**config.mk**
```make
export PLATFORM = sky130hd
export DESIGN_NAME = dma_prog_regs_flat
export DESIGN_NICKNAME = d
export VERILOG_FILES = /design/src/rtl/dma_prog_regs_if.sv /design/src/rtl/dma_prog_regs.sv /design/src/flat_wrapper.sv
export SDC_FILE = /design/constraint.sdc
export NUM_CORES = 1
export LEC_CHECK = 0
export CORE_AREA = 3 3 163 165
export DETAILED_ROUTE_END_ITERATION = 6
export DIE_AREA = 0 0 166 168
export PLACE_DENSITY_LB_ADDON = 0.2
export SLEW_MARGIN = 10
export SYNTH_ARGS = -nofsm -noshare
export SYNTH_HDL_FRONTEND = slang
export SYNTH_SLANG_ARGS = --single-unit
```
**constraint.sdc**
```tcl
create_clock -name CLK -period 2.31 [get_ports CLK]
set_clock_uncertainty 0.1 [all_clocks]
set_input_delay 0.231 -clock CLK [delete_from_list [all_inputs] [get_ports CLK]]
set_output_delay 0.231 -clock CLK [all_outputs]
set_load 0.02 [all_outputs]
```
**src/rtl/dma_prog_regs_if.sv**
```systemverilog
// rtl/dma_prog_regs_if.sv - host I/O strobe bus between the CPU bus interface and dma_prog_regs
interface dma_prog_regs_if;
    logic       CS_N;
    logic       IOR_N;
    logic       IOW_N;
    logic       HLDA;
    logic [3:0] ADDR_L;
    logic [7:0] DB_IN;
    logic [7:0] DB_OUT;
    logic       DB_OE;

    modport master (
        output CS_N, IOR_N, IOW_N, HLDA, ADDR_L, DB_IN,
        input  DB_OUT, DB_OE
    );

    modport slave (
        input  CS_N, IOR_N, IOW_N, HLDA, ADDR_L, DB_IN,
        output DB_OUT, DB_OE
    );
endinterface

```
**src/rtl/dma_prog_regs.sv**
```systemverilog
// rtl/dma_prog_regs.sv - DMA programming registers: channel address/count, mode, mask, command, status
// Define DMA_AUTOINIT_EN to reload a channel's current registers from base on TC when its autoinit mode bit is set.
module dma_prog_regs #(
    parameter int NUM_CH = 4,
    parameter int ADDR_W = 16
) (
    input  logic                     CLK,
    input  logic                     RESET_N,
    dma_prog_regs_if.slave           bus,
    input  logic [NUM_CH-1:0]        REQ,
    input  logic [NUM_CH-1:0]        TC,
    input  logic [NUM_CH-1:0]        UPD_VALID,
    input  logic [NUM_CH*ADDR_W-1:0] UPD_ADDR,
    input  logic [NUM_CH*ADDR_W-1:0] UPD_WC,
    output logic [NUM_CH*ADDR_W-1:0] CURR_ADDR,
    output logic [NUM_CH*ADDR_W-1:0] CURR_WC,
    output logic [NUM_CH*6-1:0]      MODE,
    output logic [NUM_CH-1:0]        MASK,
    output logic [7:0]               COMMAND
);
    localparam int         NB      = ADDR_W / 8;
    localparam logic [1:0] BP_LAST = 2'(NB - 1);
    localparam logic [1:0] MP_LAST = 2'(NUM_CH - 1);

    logic              r_iow_q;
    logic              r_ior_q;
    logic [1:0]        r_bp;
    logic [1:0]        r_mp;
    logic [ADDR_W-1:0] r_base_addr [NUM_CH];
    logic [ADDR_W-1:0] r_base_wc   [NUM_CH];
    logic [ADDR_W-1:0] r_cur_addr  [NUM_CH];
    logic [ADDR_W-1:0] r_cur_wc    [NUM_CH];
    logic [5:0]        r_mode      [NUM_CH];
    logic [NUM_CH-1:0] r_mask;
    logic [NUM_CH-1:0] r_tc;
    logic [7:0]        r_command;
    logic [7:0]        r_db_out;
    logic              r_db_oe;

    logic              w_wr;
    logic              w_rd;
    logic              w_mclr;
    logic [1:0]        w_ch;
    logic              w_ch_ok;
    logic [NUM_CH-1:0] w_wr_addr;
    logic [NUM_CH-1:0] w_wr_wc;
    logic [NUM_CH-1:0] w_reload;
    logic [ADDR_W-1:0] w_cur_word;
    logic [7:0]        w_cur_byte;
    logic [5:0]        w_mode_sel;
    logic [7:0]        w_rd_data;

    // An access is the first cycle of a falling strobe; a held strobe or both strobes low never repeats it.
    assign w_wr    = !bus.CS_N && !bus.HLDA && bus.IOR_N && r_iow_q && !bus.IOW_N;
    assign w_rd    = !bus.CS_N && !bus.HLDA && bus.IOW_N && r_ior_q && !bus.IOR_N;
    assign w_mclr  = w_wr && (bus.ADDR_L == 4'hD);
    assign w_ch    = bus.ADDR_L[2:1];
    assign w_ch_ok = !bus.ADDR_L[3] && ({1'b0, w_ch} < 3'(NUM_CH));

    always_ff @(posedge CLK or negedge RESET_N) begin
        if (!RESET_N) begin
            r_iow_q <= 1'b1;
            r_ior_q <= 1'b1;
        end else begin
            r_iow_q <= bus.IOW_N;
            r_ior_q <= bus.IOR_N;
        end
    end

    always_comb begin
        w_wr_addr = '0;
        w_wr_wc   = '0;
        w_reload  = '0;
        for (int c = 0; c < NUM_CH; c++) begin
            w_wr_addr[c] = w_wr && w_ch_ok && (w_ch == 2'(c)) && !bus.ADDR_L[0];
            w_wr_wc[c]   = w_wr && w_ch_ok && (w_ch == 2'(c)) &&  bus.ADDR_L[0];
`ifdef DMA_AUTOINIT_EN
            w_reload[c]  = TC[c] && r_mode[c][2];
`else
            w_reload[c]  = 1'b0;
`endif
        end
    end

    always_comb begin
        w_cur_word = '0;
        w_cur_byte = '0;
        w_mode_sel = '0;
        for (int c = 0; c < NUM_CH; c++) begin
            if (w_ch == 2'(c)) begin
                w_cur_word = bus.ADDR_L[0] ? r_cur_wc[c] : r_cur_addr[c];
            end
            if (r_mp == 2'(c)) begin
                w_mode_sel = r_mode[c];
            end
        end
        for (int b = 0; b < NB; b++) begin
            if (r_bp == 2'(b)) begin
                w_cur_byte = w_cur_word[b*8 +: 8];
            end
        end
        w_rd_data = '0;
        if (!bus.ADDR_L[3]) begin
            if (w_ch_ok) begin
                w_rd_data = w_cur_byte;
            end
        end else begin
            case (bus.ADDR_L[2:0])
                3'd0:    w_rd_data = {4'(REQ), 4'(r_tc)};
                3'd3:    w_rd_data = {w_mode_sel, r_mp};
                3'd7:    w_rd_data = 8'(r_mask);
                default: w_rd_data = '0;
            endcase
        end
    end

    // Current registers: a host byte write wins over an autoinit reload, which wins over engine write-back.
    always_ff @(posedge CLK or negedge RESET_N) begin
        if (!RESET_N) begin
            for (int c = 0; c < NUM_CH; c++) begin
                r_base_addr[c] <= '0;
                r_base_wc[c]   <= '0;
                r_cur_addr[c]  <= '0;
                r_cur_wc[c]    <= '0;
            end
        end else if (w_mclr) begin
            for (int c = 0; c < NUM_CH; c++) begin
                r_base_addr[c] <= '0;
                r_base_wc[c]   <= '0;
                r_cur_addr[c]  <= '0;
                r_cur_wc[c]    <= '0;
            end
        end else begin
            for (int c = 0; c < NUM_CH; c++) begin
                if (w_wr_addr[c]) begin
                    for (int b = 0; b < NB; b++) begin
                        if (r_bp == 2'(b)) begin
                            r_base_addr[c][b*8 +: 8] <= bus.DB_IN;
                            r_cur_addr[c][b*8 +: 8]  <= bus.DB_IN;
                        end
                    end
                end else if (w_reload[c]) begin
                    r_cur_addr[c] <= r_base_addr[c];
                end else if (UPD_VALID[c]) begin
                    r_cur_addr[c] <= UPD_ADDR[c*ADDR_W +: ADDR_W];
                end
                if (w_wr_wc[c]) begin
                    for (int b = 0; b < NB; b++) begin
                        if (r_bp == 2'(b)) begin
                            r_base_wc[c][b*8 +: 8] <= bus.DB_IN;
                            r_cur_wc[c][b*8 +: 8]  <= bus.DB_IN;
                        end
                    end
                end else if (w_reload[c]) begin
                    r_cur_wc[c] <= r_base_wc[c];
                end else if (UPD_VALID[c]) begin
                    r_cur_wc[c] <= UPD_WC[c*ADDR_W +: ADDR_W];
                end
            end
        end
    end

    always_ff @(posedge CLK or negedge RESET_N) begin
        if (!RESET_N) begin
            r_bp <= '0;
            r_mp <= '0;
        end else if (w_mclr) begin
            r_bp <= '0;
            r_mp <= '0;
        end else begin
            if ((w_wr || w_rd) && w_ch_ok) begin
                r_bp <= (r_bp == BP_LAST) ? 2'd0 : r_bp + 2'd1;
            end else if (w_wr && (bus.ADDR_L == 4'hC)) begin
                r_bp <= '0;
            end else if (w_rd && (bus.ADDR_L == 4'hC)) begin
                r_bp <= BP_LAST;
            end
            if (w_wr && (bus.ADDR_L == 4'hC)) begin
                r_mp <= '0;
            end else if (w_rd && (bus.ADDR_L == 4'hB)) begin
                r_mp <= (r_mp == MP_LAST) ? 2'd0 : r_mp + 2'd1;
            end
        end
    end

    always_ff @(posedge CLK or negedge RESET_N) begin
        if (!RESET_N) begin
            r_command <= '0;
            r_mask    <= '1;
            r_tc      <= '0;
            for (int c = 0; c < NUM_CH; c++) begin
                r_mode[c] <= '0;
            end
        end else if (w_mclr) begin
            r_command <= '0;
            r_mask    <= '1;
            r_tc      <= '0;
            for (int c = 0; c < NUM_CH; c++) begin
                r_mode[c] <= '0;
            end
        end else begin
            // A status read clears the latch but a same-cycle TC still lands.
            if (w_rd && (bus.ADDR_L == 4'h8)) begin
                r_tc <= TC;
            end else begin
                r_tc <= r_tc | TC;
            end
            if (w_wr) begin
                case (bus.ADDR_L)
                    4'h8: r_command <= bus.DB_IN;
                    4'hA: begin
                        for (int c = 0; c < NUM_CH; c++) begin
                            if (bus.DB_IN[1:0] == 2'(c)) begin
                                r_mask[c] <= bus.DB_IN[2];
                            end
                        end
                    end
                    4'hB: begin
                        for (int c = 0; c < NUM_CH; c++) begin
                            if (bus.DB_IN[1:0] == 2'(c)) begin
                                r_mode[c] <= bus.DB_IN[7:2];
                            end
                        end
                    end
                    4'hE:    r_mask <= '0;
                    4'hF:    r_mask <= bus.DB_IN[NUM_CH-1:0];
                    default: ;
                endcase
            end
        end
    end

    always_ff @(posedge CLK or negedge RESET_N) begin
        if (!RESET_N) begin
            r_db_out <= '0;
            r_db_oe  <= 1'b0;
        end else if (w_mclr) begin
            r_db_out <= '0;
            r_db_oe  <= 1'b0;
        end else begin
            if (w_rd) begin
                r_db_out <= w_rd_data;
            end
            if (w_rd) begin
                r_db_oe <= 1'b1;
            end else if (bus.IOR_N) begin
                r_db_oe <= 1'b0;
            end
        end
    end

    always_comb begin
        CURR_ADDR = '0;
        CURR_WC   = '0;
        MODE      = '0;
        for (int c = 0; c < NUM_CH; c++) begin
            CURR_ADDR[c*ADDR_W +: ADDR_W] = r_cur_addr[c];
            CURR_WC[c*ADDR_W +: ADDR_W]   = r_cur_wc[c];
            MODE[c*6 +: 6]                = r_mode[c];
        end
    end

    assign MASK       = r_mask;
    assign COMMAND    = r_command;
    assign bus.DB_OUT = r_db_out;
    assign bus.DB_OE  = r_db_oe;
endmodule

```
**src/flat_wrapper.sv**
```systemverilog
// flat-port wrapper written by rule: the top's interface ports become plain ports
module dma_prog_regs_flat 
#(
    parameter int NUM_CH = 4,
    parameter int ADDR_W = 16
)
  (CLK, RESET_N, REQ, TC, UPD_VALID, UPD_ADDR, UPD_WC, CURR_ADDR, CURR_WC, MODE, MASK, COMMAND, bus_CS_N, bus_IOR_N, bus_IOW_N, bus_HLDA, bus_ADDR_L, bus_DB_IN, bus_DB_OUT, bus_DB_OE);
  dma_prog_regs_if bus_i ();
  input  logic CLK;
  input  logic RESET_N;
  input  logic [NUM_CH-1:0] REQ;
  input  logic [NUM_CH-1:0] TC;
  input  logic [NUM_CH-1:0] UPD_VALID;
  input  logic [NUM_CH*ADDR_W-1:0] UPD_ADDR;
  input  logic [NUM_CH*ADDR_W-1:0] UPD_WC;
  output logic [NUM_CH*ADDR_W-1:0] CURR_ADDR;
  output logic [NUM_CH*ADDR_W-1:0] CURR_WC;
  output logic [NUM_CH*6-1:0] MODE;
  output logic [NUM_CH-1:0] MASK;
  output logic [7:0] COMMAND;
  input wire logic [$bits(bus_i.CS_N)-1:0] bus_CS_N;
  input wire logic [$bits(bus_i.IOR_N)-1:0] bus_IOR_N;
  input wire logic [$bits(bus_i.IOW_N)-1:0] bus_IOW_N;
  input wire logic [$bits(bus_i.HLDA)-1:0] bus_HLDA;
  input wire logic [$bits(bus_i.ADDR_L)-1:0] bus_ADDR_L;
  input wire logic [$bits(bus_i.DB_IN)-1:0] bus_DB_IN;
  output wire logic [$bits(bus_i.DB_OUT)-1:0] bus_DB_OUT;
  output wire logic [$bits(bus_i.DB_OE)-1:0] bus_DB_OE;
  assign bus_i.CS_N = bus_CS_N;
  assign bus_i.IOR_N = bus_IOR_N;
  assign bus_i.IOW_N = bus_IOW_N;
  assign bus_i.HLDA = bus_HLDA;
  assign bus_i.ADDR_L = bus_ADDR_L;
  assign bus_i.DB_IN = bus_DB_IN;
  assign bus_DB_OUT = bus_i.DB_OUT;
  assign bus_DB_OE = bus_i.DB_OE;
  dma_prog_regs #(.NUM_CH(NUM_CH), .ADDR_W(ADDR_W)) u_core (.CLK(CLK), .RESET_N(RESET_N), .bus(bus_i), .REQ(REQ), .TC(TC), .UPD_VALID(UPD_VALID), .UPD_ADDR(UPD_ADDR), .UPD_WC(UPD_WC), .CURR_ADDR(CURR_ADDR), .CURR_WC(CURR_WC), .MODE(MODE), .MASK(MASK), .COMMAND(COMMAND));
endmodule
```
==> run_results.csv <==
group,metric,value,unit
sta,finalWorstSetupSlack,0.0912,ns
logic_synthesis,synthCells,1065,
logic_synthesis,yosysWarnings,0,
layout,multiInputGateArea,5700,um^2
die,dieArea,27900,um^2
die,die_w,166,um
detailed_routing,ant_nets,0,
sta,max_freq,0.451,GHz
logic_synthesis,synth-edff-count,0,
die,rows,58,
placement,portBuffers,330,
pwr,power_density,624,nW/um^2
die,dieHeight,168,um
setup_path,critPathMaxFanout,16,
die,core,25200,um^2
layout,drive_gt1_share,17.9,%
clocking,cts_sinks,183,
pwr,p_clk_share,29.5,%
placement,dp_slack,-0.316,ns
clocking,cts_setup_buffers,0,
setup_path,reg2reg_slack,0.17,ns
logic_synthesis,synth_top_area_share,40.8,%
layout,area_delta_synth_final,48.0,%
layout,final_nets,1606,
global_route,overflow,0,
pwr,p_comb_share,31.1,%
sta,setup_viol,0,
detailed_routing,drt_iter0_markers,829,
layout,ff_latch_area,4590,um^2
hold_path,hp-class,"input pin to async pin",
sta,drv_slew,0,
logic_synthesis,synthesis.area,10800,um^2
job,cap_viol_max_count,0,
setup_path,endpoint_kind,"flop",
pwr,power_frac_seq,39.4,%
setup_path,reg2reg_depth,8,
setup_path,cp.required,2.56,ns
setup_path,startpoint,"bus_ADDR_L[1]",
clocking,cts_max_level,4,
sta,max_slew_margin,67.9,%
clocking,cts_tree,"built",
logic_synthesis,async_reset_ff_share,100,%
global_route,grt_max_degree,66,
placement,placed_area,15500,um^2
detailed_routing,drt_wl_total,42800,um
detailed_routing,first_pass_iters,5,
logic_synthesis,synth_nets,1227,
setup_path,worstSetupStartpointType,"input pin",
global_route,antenna_found_initial,0,
logic_synthesis,synth-main-ff-cell,"dfrtp_1",
layout,num-fill-cells,2086,
pwr,p_leak,7.42,nW
clocking,ctsResizeCount,0,
sta,worst_pin_slew,0.468,ns
global_route,grt_first_pass_wirelength,65100,um
detailed_routing,viasPerCell,5.77,
logic_synthesis,syn_avg_cell_area,10.2,um^2
placement,hpwl,32600,um
setup_path,r2r-start,"u_core.r_mp[1]",
layout,final_common_cell,"clkdlybuf4s50_1",
sta,period_share,96.1,%
logic_synthesis,synth_seq_area_share,42.3,%
layout,design_area,16100,um^2
sta,fin_crit,2.22,ns
logic_synthesis,synth-seq-cells,183,
placement,gp_congestion,0.960,
detailed_routing,drc_errors,0,
clocking,cts_made_buffers,17,
sta,hold_viol,0,
clocking,clock_path_buffers,2,
global_route,grt_usage,30.3,%
layout,fin_util,63.8,%
status,status,"complete, no violations",
logic_synthesis,synthTopCellsByArea,"dfrtp_1 41%, mux2i_1 14%, o31ai_1 6.7%, nand2_1 5.9%, mux2_2 3.5%",
setup_path,critPathKind,"input pin to flop",
pwr,p_sw_share,34.7,%
sta,rsz0062_at_grt,"false",
sta,holdWs,0.195,ns
pwr,ir_worst_vdd,462,uV
clocking,clkTransAtPathRegs,0.08,ns
setup_path,cp-endpoint,"u_core.CURR_ADDR[42]",
setup_path,r2r_end,"u_core.bus.DB_OUT[3]",
setup_path,arrival,2.47,ns
layout,insertedDiodeCount,0,
detailed_routing,wl_per_cell,23.9,um
logic_synthesis,yosys.area.top_type,"dfrtp_1",
detailed_routing,vias,10312,
clocking,root_buffer,"clkbuf_16",
pwr,p_int,6.54,mW
layout,final_cell_mix,"327 x clkdlybuf4s50_1, 177 x dfrtp_1, 171 x nand2_1",
logic_synthesis,synth.distinct_cells,70,
pwr,switchingPower,3.48,mW
die,ios,331,
global_route,first_global_vias,10489,
die,start_util,43.1,%
clocking,clk_latency,0.43,ns
-- per-stage QoR --
step                      cells  total power, mW  setup TNS [ns]
after floorplan            1065             5.30               0
after global placement     1754             7.07          -32.00
after detailed placement   1754             7.10          -33.09
after CTS                  1787             10.1               0
after global routing       1787             10.4               0
final                      1787             10.0               0
-- repair_timing --
| item | CTS | global route |
|---|---|---|
| endpoints found under the hold margin | 74 | 0 |
| hold buffers | 1 | 0 |
| setup endpoints to repair | 0 | 0 |
-- worst min-delay path by stage --
stage                               end  slack (ns)  cells after the start     from
global placement    u_core.CURR_ADDR[4]        0.09                      1  RESET_N
finish                u_core.CURR_WC[4]        0.20                      2  RESET_N
global route          u_core.CURR_WC[4]        0.24                      2  RESET_N
detailed placement  u_core.CURR_ADDR[4]        0.09                      1  RESET_N
floorplan             u_core.COMMAND[0]       -0.16                      0  RESET_N
CTS                 u_core.CURR_ADDR[4]        0.21                      2  RESET_N
-- Yosys cell counts, drive strengths merged (4+ instances only) --
cell type	n
nand3	22
nor2b	7
o22ai	9
nand2b	5
o221ai	21
a31oi	5
o31ai	117
ha	4
mux4	6
a221oi	8
nor3b	8
a211oi	7
or3	8
nand2	177
nor2	34
dfrtp	177
nor3	6
mux2i	150
dfstp	6
mux2	34
a21oi	27
a211o	4
inv	11
a22oi	9
o21ai	54
clkbuf	63
buf	37
-- logic make-up (layout without fill, tap and decap cells) --
group / count (synthesis) / in the layout / synth area share [%]
DFF: 183 / 183 / 42.3
adders and majority gates: 4 / 4 / 0.461
and+or+nand+nor: 285 / 285 / 12.0
xor gates and xnor gates: 1 / 1 / 0.0808
buffers and inverters: 112 / 504 / 5.21
muxes: 190 / 190 / 18.6
AOI/OAI and AO/OA: 290 / 290 / 21.3
-- final cells by class --
type / instances / area share (%)
repair buffers: 460 / 29.4
well taps: 330 / 2.57
clock buffers: 18 / 2.67
clock inverters: 14 / 0.974
inverters: 12 / 0.281
flip-flops and latches: 183 / 28.6
multi-input cells: 770 / 35.5
-- worst max-delay path, cell delays in order --
cell,delay (ns)
clkdlybuf4s50_1,0.48
buf_4,0.22
buf_4,0.18
nor3b_1,0.41
buf_4,0.21
or3_1,0.17
o221ai_2,0.15
buf_12,0.18
o31ai_1,0.24
-- flip-flops by register name, indices dropped and copies added (netlist names) --
name,flops
u_core.MASK,4
u_core.MODE,24
u_core.r_ior_q,1
u_core.r_iow_q,1
u_core.bus.DB_OE,1
u_core.r_tc,4
u_core.bus.DB_OUT,8
u_core.r_bp,2
u_core.r_mp,2
u_core.CURR_ADDR,64
u_core.CURR_WC,64
u_core.COMMAND,8
-- power by group through the flow --
stage / sequential [mW] / clock (mW) / combinational [mW]
2_1_floorplan: 4.30 / 0 / 0.993
3_3_place_gp: 4.00 / 0 / 3.07
3_5_place_dp: 4.00 / 0 / 3.10
4_1_cts: 3.94 / 2.99 / 3.12
5_1_grt: 3.99 / 3.13 / 3.32
6_report: 3.95 / 2.95 / 3.12
-- metal layers --
layer  part of all wire (%)  vias to the layer above  global-route usage, %  routed length, um
met5                      0                        -                      0                  0
met4                    2.4                        0                   8.54               1040
met3                    7.8                       53                   7.80               3330
met2                     48                      452                   50.8              20700
met1                     41                     5095                   39.2              17700
li1                       -                     4712                      -                  -
Note: power is estimated with default switching activity, not from simulation.
==> RTL edit: new RTL, config.mk and constraints unchanged <==
`ADDR_W` is set to 16 in 2 places; all go to 17.
--- a/src/rtl/dma_prog_regs.sv
+++ b/src/rtl/dma_prog_regs.sv
@@ -3,5 +3,5 @@
 module dma_prog_regs #(
     parameter int NUM_CH = 4,
-    parameter int ADDR_W = 16
+    parameter int ADDR_W = 17
 ) (
     input  logic                     CLK,
--- a/src/flat_wrapper.sv
+++ b/src/flat_wrapper.sv
@@ -3,5 +3,5 @@
 #(
     parameter int NUM_CH = 4,
-    parameter int ADDR_W = 16
+    parameter int ADDR_W = 17
 )
   (CLK, RESET_N, REQ, TC, UPD_VALID, UPD_ADDR, UPD_WC, CURR_ADDR, CURR_WC, MODE, MASK, COMMAND, bus_CS_N, bus_IOR_N, bus_IOW_N, bus_HLDA, bus_ADDR_L, bus_DB_IN, bus_DB_OUT, bus_DB_OE);
Ports: changed (resized CURR_ADDR, CURR_WC, UPD_ADDR and UPD_WC); port bits go from 331 to 347. The function was not compared with the original's and may differ.
==> RTL edit against the original RTL <==
- total power grew 0.69%
- utilization up 2.0 points
- largest cell class unchanged
- critical endpoint is now u_core.CURR_WC[4]
- routed wire length is 3.9% higher
- first-iteration DRC count is 17% higher
- final area rose by 3.1%
- setup slack got worse by 29 ps
- synthesized area is 3.4% higher
- sequential cell count is 8 higher
==> RTL edit: results (changes against the original RTL) <==
Status
  – Status: completed

GRT
  – Largest net degree at the start of global routing: 52 (-21%)
  – Vias in the first global route: 10750 (+2.5%)
  – GRT Overall Usage: 31.40% (+1.1 points)
  – Initial antenna violation count: 1 (+1)
  – First-pass GRT wire length: 67.49 mm (+3.6%)

Drt
  – Average vias per placed instance: 5.911 (+2.4%)
  – Starting DRT DRC Count: 974 (+17%)
  – Drt total wl: 44.40 mm (+3.9%)
  – Router iterations before antenna repair: 6 (+1)

Clocking
  – Resized Gates After CTS: 1 (+1)

Place
  – Gp weighted congestion: 0.9283 (-3.3%)
  – Buffers added on ports: 346 (+4.8%)
  – Hpwl dp: 34.05 mm (+4.5%)
  – Dpl ws: -413.0 ps (-96.92 ps)
  – Placed Area: 15900 um^2 (+2.8%)

Power
  – Static leakage: 7.712 nW (+3.9%)
  – Sw power: 0.003398 W (-2.3%)
  – VDD IR max: 0.4769 mV (+3.2%)

Setup path
  – CP Max Fanout: 8 (-8)
  – Largest stage delay, worst path: 670 ps (+190 ps)
  – Slowest stage cell, crit path: or4b_4

Logic synthesis
  – Synthesized-area fraction occupied by adder cells: 0.4464% (-0.015 points)
  – Ranking of synthesized cells by area: dfrtp_1 (41%), mux2i_1 (14%), o31ai_1 (6.6%)
  – Post-synthesis cell type count: 72 (+2.9%)
  – Synth cell count leaders: dfrtp_1 (185), mux2i_1 (162), nand2_1 (151)
  – Syn Area/Cell: 10.39 um^2 (+2.0%)
  – Multiplexer share of the synthesized area: 21.59% (+3.0 points)
  – Post-synthesis xor/xnor area fraction: 0% (-0.081 points)

STA
  – Slew @ Worst Pin: 573.6 ps (+105.2 ps)

Layout
  – Nets@finish: 1645 (+2.4%)
  – Layout cells sized above 1: 19.89% (+2.0 points)
## RTL edit: changes by cell type in the layout (fill, tap and decap cells not counted), moves of 8 or more
cell and change:
nand2_1 -20, clkdlybuf4s50_1 +15, o21ai_2 +16, mux2i_1 +12
o21ai_0 -27, dfrtp_1 +8, o31ai_2 -10, nand3_1 -8
mux2_2 +27, nor2b_1 +9
## RTL edit: final timing paths
check / from / end / slack, ps / cells after the start
worst min register to register: u_core.CURR_WC[50] / u_core.CURR_WC[50] / 400 / 2
worst max register to register: u_core.r_iow_q / u_core.CURR_ADDR[59] / 170 / 7
worst min-delay path: RESET_N / u_core.CURR_ADDR[47] / 200 / 2
worst max-delay path: bus_IOW_N / u_core.CURR_WC[4] / 60 / 7
min in group CLK: UPD_WC[33] / u_core.CURR_WC[33] / 240 / 3
max in group asynchronous: RESET_N / u_core.CURR_WC[23] / 1180 / 3
## RTL edit: area by class of cell
cell class	instances	area (um^2)
Clock buffer	20	456.7
Multi-Input combinational cell	781	5976
Antenna cell	1	2.502
Sequential cell	191	4787
Inverter	17	63.81
Tap cell	330	412.9
Clock inverter	12	122.6
Timing Repair Buffer	467	4732
Fill cell	2018	8628
## RTL edit: power groups by stage
stage	registers (W)	logic, W	clock network, W
floorplan	0.00448	0.000918	0
global placement	0.00414	0.00296	0
detailed placement	0.00414	0.00300	0
CTS	0.00409	0.00301	0.00299
global route	0.00414	0.00320	0.00312
finish	0.00409	0.00303	0.00297
## RTL edit: per-layer routing
layer | global-route usage [%] | up-vias | part of all wire [%]
li1 | - | 4817 | -
met2 | 51.86 | 531 | 48
met4 | 8.825 | 0 | 2.5
met3 | 6.105 | 58 | 8.2
met5 | 0 | - | 0
met1 | 42.52 | 5347 | 41
